`config.mk`:
```
export PLATFORM = sky130hd
export DESIGN_NAME = ntt_coef_loader
export DESIGN_NICKNAME = d
export VERILOG_FILES = /design/src/rtl/ntt_coef_loader.sv
export SDC_FILE = /design/constraint.sdc
export NUM_CORES = 1
export LEC_CHECK = 0
export CORE_MARGIN = 8
export CORE_UTILIZATION = 30
export DETAILED_ROUTE_END_ITERATION = 12
export GPL_TIMING_DRIVEN = 0
export PLACE_DENSITY = 0.53
export SLEW_MARGIN = 20
export SYNTH_ARGS = -nofsm -noshare
export SYNTH_HDL_FRONTEND = slang
export SYNTH_SLANG_ARGS = --single-unit
```
`constraint.sdc`:
```
create_clock -name clk -period 8.2 [get_ports clk]
set_input_delay 2.05 -clock clk [delete_from_list [all_inputs] [get_ports clk]]
set_output_delay 2.05 -clock clk [all_outputs]
set_load 0.03 [all_outputs]
```
`src/rtl/ntt_coef_loader.sv`:
```
// Serial coefficient loader for the NTT butterfly: reduces each coefficient mod p,
// optionally bit-reverses its slot, and commits rate-limited frames onto the poly bus.
module ntt_coef_loader #(
  parameter int p       = 17,
  parameter int N       = 8,
  parameter int logN    = $clog2(N),
  parameter int logP    = $clog2(p),
  parameter int Nb      = N * logP,
  parameter int IN_W    = 8,
  parameter int BITREV  = 0,
  parameter int MIN_GAP = 28
) (
  input  logic            clk,
  input  logic            reset,
  input  logic [IN_W-1:0] coef_in,
  input  logic            coef_valid,
  output logic            coef_ready,
  input  logic            inverse_in,
  output logic [Nb-1:0]   poly,
  output logic            data_in_ready,
  output logic            inverse,
  output logic            busy
);

  localparam int GAP_W = (MIN_GAP > 2) ? $clog2(MIN_GAP) : 1;
  localparam logic [GAP_W-1:0] GAP_MAX = GAP_W'(MIN_GAP - 1);

  typedef enum logic {S_FILL, S_WAIT} state_t;

  state_t            state;
  logic [logN-1:0]   idx;
  logic [logN-1:0]   slot;
  logic [GAP_W-1:0]  gap_cnt;
  logic              first_frame;
  logic              frame_inv;
  logic [Nb-1:0]     shadow;
  logic [Nb-1:0]     shadow_next;
  logic [logP-1:0]   coef_mod;
  logic              xfer;
  logic              last;
  logic              gap_ok;
  logic              commit;

  assign coef_ready = (state == S_FILL) & ~reset;
  assign xfer       = coef_valid & coef_ready;
  assign last       = xfer & (idx == logN'(N - 1));
  assign gap_ok     = first_frame | (gap_cnt >= GAP_MAX);
  assign commit     = ((state == S_FILL) & last & gap_ok) | ((state == S_WAIT) & gap_ok);
  assign coef_mod   = logP'(coef_in % IN_W'(p));

  always_comb begin
    slot = '0;
    for (int i = 0; i < logN; i++)
      slot[i] = (BITREV != 0) ? idx[logN-1-i] : idx[i];
  end

  // The commit snapshot must include the coefficient landing on the same edge.
  always_comb begin
    shadow_next = shadow;
    if (xfer)
      shadow_next[slot*logP +: logP] = coef_mod;
  end

  always_ff @(posedge clk) begin
    if (reset) begin
      state         <= S_FILL;
      idx           <= '0;
      gap_cnt       <= '0;
      first_frame   <= 1'b1;
      frame_inv     <= 1'b0;
      shadow        <= '0;
      poly          <= '0;
      data_in_ready <= 1'b0;
      inverse       <= 1'b0;
      busy          <= 1'b0;
    end else begin
      data_in_ready <= 1'b0;
      shadow        <= shadow_next;
      if (xfer) begin
        idx <= idx + 1'b1;
        if (idx == '0)
          frame_inv <= inverse_in;
      end
      if (commit) begin
        poly          <= shadow_next;
        inverse       <= frame_inv;
        data_in_ready <= 1'b1;
        first_frame   <= 1'b0;
        gap_cnt       <= '0;
      end else if (gap_cnt < GAP_MAX) begin
        gap_cnt <= gap_cnt + 1'b1;
      end
      case (state)
        S_FILL:
          if (last && !gap_ok) begin
            state <= S_WAIT;
            busy  <= 1'b1;
          end
        S_WAIT:
          if (gap_ok) begin
            state <= S_FILL;
            busy  <= 1'b0;
          end
        default: begin
          state <= S_FILL;
          busy  <= 1'b0;
        end
      endcase
    end
  end

endmodule
```
==> results.ini, run 1 <==
[worst_setup_path]
worstPathRequired_ns = 8.47
worst_ep_arrival_time_ns = 7.68
r2r_slack_ns = 5.24
path_max_fanout = 8
endpoint_kind = register
worstSetupStartpointType = primary input
path_class = in2reg
regToRegStartpoint = gap_cnt[0]
r2r_end = poly[10]
r2r_cells = 10

[yosys]
yosys-top-cells-area = dfxtp_1, nor2_1, a21oi_1
synth_ff_type = dfxtp_1
syn_area_per_cell_sq_um = 8.80
yosysWarnings = 0
async_flop_share = 0
yosysTopAreaCell = dfxtp_1
ys_seq_area_frac = 0.426
synth.distinct_cells = 65
synth.cell_area_sq_um = 4420
synth-seq-cells = 94
syn_nets = 528
synth_top_area_frac = 0.426
synth-edff-count = 0
synth_cells = 502

[power_and_ir_drop]
p_int_uw = 788
leakagePower_nw = 1.86
comb_power_share = 0.141
ir_drop_v = 0.000116
power.density_nw_per_um2 = 193
p_switching_uw = 277
swShare = 0.260
clkPwrFrac = 0.422
power.share.sequential = 0.438

[floorplanning]
die_width_um = 137
die_area_sq_um = 18900
io_pins = 56
design.core.area_sq_um = 14500
initial_core_util = 0.305
row_count = 44
die_h_um = 137

[clock_tree]
clk_latency_ns = 0.34
cts-root-buf = clkbuf_16
cts_buffers = 9
numClockSinks = 94
cts_setup_buffers = 0
h-tree-depth = 3
clk_path_buf_depth = 2
clkTransAtPathRegs_ns = 0.07
cts_hold_buf = 0
cts_tree = yes
cts_resized = 0

[sta]
post-route-min-period_ns = 7.41
worst_hold_slack_ns = 0.450
finalHoldViolCount = 0
slew_headroom = 0.378
finalWorstSetupSlack_ns = 0.794
tightest_slew_ns = 0.907
finalSetupViolations = 0
fmax_ghz = 0.135
fin_skew_ns = 0.00712
rsz0062_at_grt = no
min_period_over_period = 0.903
tns_ns = 0
maxSlewViolCount = 0

[placement]
port_buffers = 54
dp.final_hpwl_mm = 9.44
preCtsSetupSlack_ns = 0.527
gp_congestion = 0.798
dp.cells = 740

[cells_and_area]
fin_nets = 593
post_route_cells_drive_above_1_share = 0.0664
fin_cells = 756
final_common_cell = dfxtp_1
area.growth.synth_to_final_pct = 24.8
antenna_cells = 0
fill_cells = 1498
final_cell_mix = dfxtp_1, nor2_1, clkdlybuf4s50_1, nand2_1, a21oi_1

[worst_hold_path]
holdPathStages = 2
worstHoldEndpoint = poly[4]
timing.hold.worst.class = reg2reg
holdCritStartpoint = poly[4]

[drt]
ant_nets = 0
dr.pass1.iters = 5
drc_errors = 0
via_per_inst = 5.31
drt_wl_total_mm = 12.8
via_count = 4014
drt-initial-drc-count = 317
wl_per_cell_um = 16.9

[run_status]
status = finished, final reports clean

[global_route]
antenna_found_initial = 0
grt_max_degree = 16
gr-total-overflow = 0
grt_pass1_vias = 3865
grt_pass1_wl_mm = 20.5
track_usage = 0.138

[flow_run]
drv_cap = 0

==> layout make-up <==
class                           instances  area, sq um  area share
Tap cell                              184          230      0.0418
Inverter                               15         56.3      0.0102
Sequential cell                        94         1880       0.342
Timing Repair Buffer                   54          541      0.0981
Buffer                                 26          120      0.0218
Clock inverter                          5         81.3      0.0148
Clock buffer                           11          243      0.0441
Multi-Input combinational cell        367         2360       0.428
==> power groups by stage <==
stage / sequential (mW) / combinational, mW / clock, mW
after CTS: 0.466 / 0.150 / 0.458
final: 0.466 / 0.150 / 0.449
after floorplan: 0.475 / 0.106 / 0
after global placement: 0.476 / 0.147 / 0
after global routing: 0.467 / 0.165 / 0.479
after detailed placement: 0.476 / 0.150 / 0
==> cell families (layout without fill, tap and decap cells) <==
logic type	count (synthesis)	after routing	synth area share
compound gates	180	180	0.284
xor+xnor	5	5	0.0173
fa+ha+maj	14	14	0.0397
buf+inv	41	111	0.0400
flops	94	94	0.426
mux	8	8	0.0187
simple gates	160	160	0.175
==> Yosys cell counts (all sizes together) (3+ instances only) <==
cell,instances
a21oi,41
ha,14
a32oi,18
nand4,3
nor2b,4
a22oi,8
mux2i,6
a211oi,11
nor3,6
o31ai,7
xnor2,3
a31oi,12
nor4b,7
nand3,14
inv,15
a21boi,3
dfxtp,94
o21a,3
nor2,59
clkbuf,22
o21ai,47
o22ai,6
o32ai,4
nand2,47
and2,4
buf,4
nand3b,4
==> worst max path at each step <==
stage	start	endpoint	slack [ns]	cells after the start
floorplan	coef_in[4]	poly[13]	1.95	22
global placement	coef_in[3]	poly[14]	0.69	20
detailed placement	coef_in[3]	poly[34]	0.53	20
CTS	coef_in[3]	poly[14]	0.87	20
global route	coef_in[3]	poly[14]	0.41	20
finish	coef_in[3]	poly[34]	0.79	20
==> worst max-delay path, stage by stage <==
cell and delay, ns:
clkdlybuf4s50_1 0.54, ha_1 0.33, nor3_1 0.29, nand3b_1 0.24, a21oi_1 0.49, a21oi_1 0.26, ha_1 0.28, a21oi_1 0.11
nor4b_1 0.57, o21a_1 0.20, buf_6 0.14, xnor2_1 0.20, ha_1 0.24, inv_1 0.08, nor2_1 0.12, o2111ai_1 0.18
o31ai_4 0.14, mux2i_1 0.80, a22oi_1 0.24, a21oi_1 0.18
==> registers in the layout, summed over array words and instances (netlist names) <==
signal,flops
busy,1
data_in_ready,1
first_frame,1
frame_inv,1
gap_cnt,5
idx,3
inverse,1
poly,40
shadow,40
state,1
==> metrics by stage <==
step | utilization | power (mW) | instance area [sq um]
4_1_cts | 0.381 | 1.07 | 5510
5_1_grt | 0.381 | 1.11 | 5510
3_5_place_dp | 0.358 | 0.626 | 5190
3_3_place_gp | 0.358 | 0.623 | 5190
6_report | 0.381 | 1.06 | 5510
2_1_floorplan | - | 0.582 | 4420
==> metal layers <==
| metal | track usage | share of wire | vias up |
|---|---|---|---|
| met1 | 0.182 | 0.47 | 1894 |
| li1 | - | - | 1987 |
| met2 | 0.218 | 0.45 | 116 |
| met4 | 0.0404 | 0.017 | 0 |
| met3 | 0.0317 | 0.069 | 17 |
| met5 | 0 | 0 | - |
Note: power is estimated with default switching activity, not from simulation.
==> run 2: changes to the inputs <==
REMOVE_ABC_BUFFERS = 1   (was default)
clock period = 7.3 ns   (was 8.2 ns; I/O delays follow)
==> results.ini, run 2 (synthesis gave the netlist of run 1 again) <==
[drt]
wl_per_cell_um = 15.7  ; -7.4%
dr.pass1.iters = 5  ; unchanged
via_per_inst = 5.28  ; -0.63%
via_count = 3862  ; -3.8%
drt-initial-drc-count = 254  ; -20%
drt_wl_total_mm = 11.5  ; -10%
ant_nets = 0  ; unchanged
drc_errors = 0  ; unchanged

[global_route]
grt_max_degree = 46  ; +30
grt_pass1_wl_mm = 18.2  ; -11%
track_usage = 0.120  ; -0.0173
grt_pass1_vias = 3610  ; -6.6%
gr-total-overflow = 0  ; unchanged
antenna_found_initial = 0  ; unchanged

[floorplanning]
die_area_sq_um = 18900  ; unchanged
initial_core_util = 0.305  ; unchanged
io_pins = 56  ; unchanged
design.core.area_sq_um = 14500  ; unchanged
die_h_um = 137  ; unchanged
row_count = 44  ; unchanged
die_width_um = 137  ; unchanged

[worst_setup_path]
max_stage_delay_ns = 0.64  ; -0.16 ns
critPathBufInv = 3  ; unchanged
critPathMostFrequentCell = ha_1
worst_path_max_delay_cell = clkdlybuf4s50_1
path_class = in2reg
worst_ep_arrival_time_ns = 7.23  ; -0.45 ns
critPathTopFamily = compound AO/OA/AOI/OAI gates
worstPathRequired_ns = 7.55  ; -0.92 ns
worstSetupStartpointType = primary input
crit_chain = clkdlybuf4s50_1 > inv_1 > ha_1 > or4_4 > a211oi_1 > o21ai_2 > a21oi_2 > ha_1 > a21oi_1 > nor4b_2 > o21a_1 > xnor2_1 > ha_1 > inv_1 > nor2_1 > o2111ai_1 > o31ai_4 > a21oi_1 > o21ai_2 > a21boi_1 > o31ai_1
endpoint_kind = register
path_max_fanout = 9  ; +1

[cells_and_area]
biggestRegsByFlops = poly: 40 flops, shadow: 40 flops, gap_cnt: 5 flops
fin_nets = 569  ; -4.0%
final_cell_mix = dfxtp_1, nor2_1, clkdlybuf4s50_1, nand2_1, a21oi_1
antenna_cells = 0  ; unchanged
post_route_cells_drive_above_1_share = 0.0803  ; +0.0139
area.growth.synth_to_final_pct = 23.1
fill_cells = 1476  ; -1.5%
fin_cells = 732  ; -3.2%
final_common_cell = dfxtp_1
utilization = 0.375  ; -0.00510

[sta]
post-route-min-period_ns = 6.98
fin_skew_ns = 0.00497  ; -0.00215 ns
finalHoldViolCount = 0  ; unchanged
rsz0062_at_grt = no
finalSetupViolations = 0  ; unchanged
maxSlewViolCount = 0  ; unchanged
slew_headroom = 0.384  ; +0.00580
fmax_ghz = 0.143
tightest_slew_ns = 0.924  ; +0.0162 ns
min_period_over_period = 0.957

[placement]
port_buffers = 55  ; +1.9%
dp.cells = 716  ; -3.2%
dp.final_hpwl_mm = 7.98  ; -16%
gp_congestion = 0.812  ; +1.8%

[clock_tree]
clk_latency_ns = 0.34  ; about the same
cts_tree = yes
cts_buffers = 9  ; unchanged
clk_path_buf_depth = 2  ; unchanged
cts_hold_buf = 0  ; unchanged
cts-root-buf = clkbuf_16
cts_setup_buffers = 0  ; unchanged
h-tree-depth = 3  ; unchanged
numClockSinks = 94  ; unchanged
clkTransAtPathRegs_ns = 0.06  ; about the same

[power_and_ir_drop]
leakagePower_nw = 1.83  ; -1.7%
power.density_nw_per_um2 = 214  ; +11%
ir_drop_v = 0.000108  ; -7.1%

[flow_run]
drv_cap = 0  ; unchanged

[run_status]
status = finished, final reports clean

[worst_hold_path]
timing.hold.worst.class = reg2reg

run 2: repair_timing:
action | CTS | global route
gates resized for setup | 1 | 9
gates cloned | 0 | 0
setup endpoints to repair | 3 | 80
run 2: final cells by class:
type                            instances  area [sq um]  share of cell area
Clock buffer                           13           260              0.0479
Clock inverter                          3          42.5             0.00783
Inverter                               15          56.3              0.0104
Multi-Input combinational cell        367          2400               0.441
Sequential cell                        94          1880               0.346
Tap cell                              184           230              0.0423
Timing Repair Buffer                   56           566               0.104
run 2: through the flow:
step                instance area (sq um)  setup TNS [ns]  setup WS [ns]  hold slack (ns)  total power [mW]
finish                               5440               0          0.316            0.447              1.16
global route                         5440               0         0.0177            0.476              1.21
CTS                                  5400               0         0.0979            0.454              1.17
detailed placement                   5090           -8.99         -0.388            0.445             0.694
global placement                     5080           -6.70         -0.306            0.440             0.691
floorplan                            4300               0           1.38            0.426             0.641
run 2: per-layer routing:
layer	routed length, um	track usage
met5	0	0
met4	163	0.0410
met3	610	0.0303
met2	5150	0.188
met1	5540	0.158
run 2: tightest hold or removal path: stages, from the launching register on:
cell,delay (ns)
dfxtp_1,0.31
nand2_1,0.05
o21ai_1,0.05
run 2: worst paths after layout:
path / depth (start not counted) / slack (ns) / startpoint / endpoint
setup / recovery: 21 / 0.32 / coef_in[4] / poly[1]
hold / removal: 2 / 0.45 / poly[4] / poly[4]
setup reg to reg: 8 / 4.21 / gap_cnt[0] / poly[33]
hold reg to reg: 2 / 0.45 / poly[4] / poly[4]
run 2: power breakdown:
group	switching, mW	internal (mW)
Combinational	0.111	0.0537
Sequential	0.00578	0.518
Clock	0.189	0.284
Total	0.306	0.856
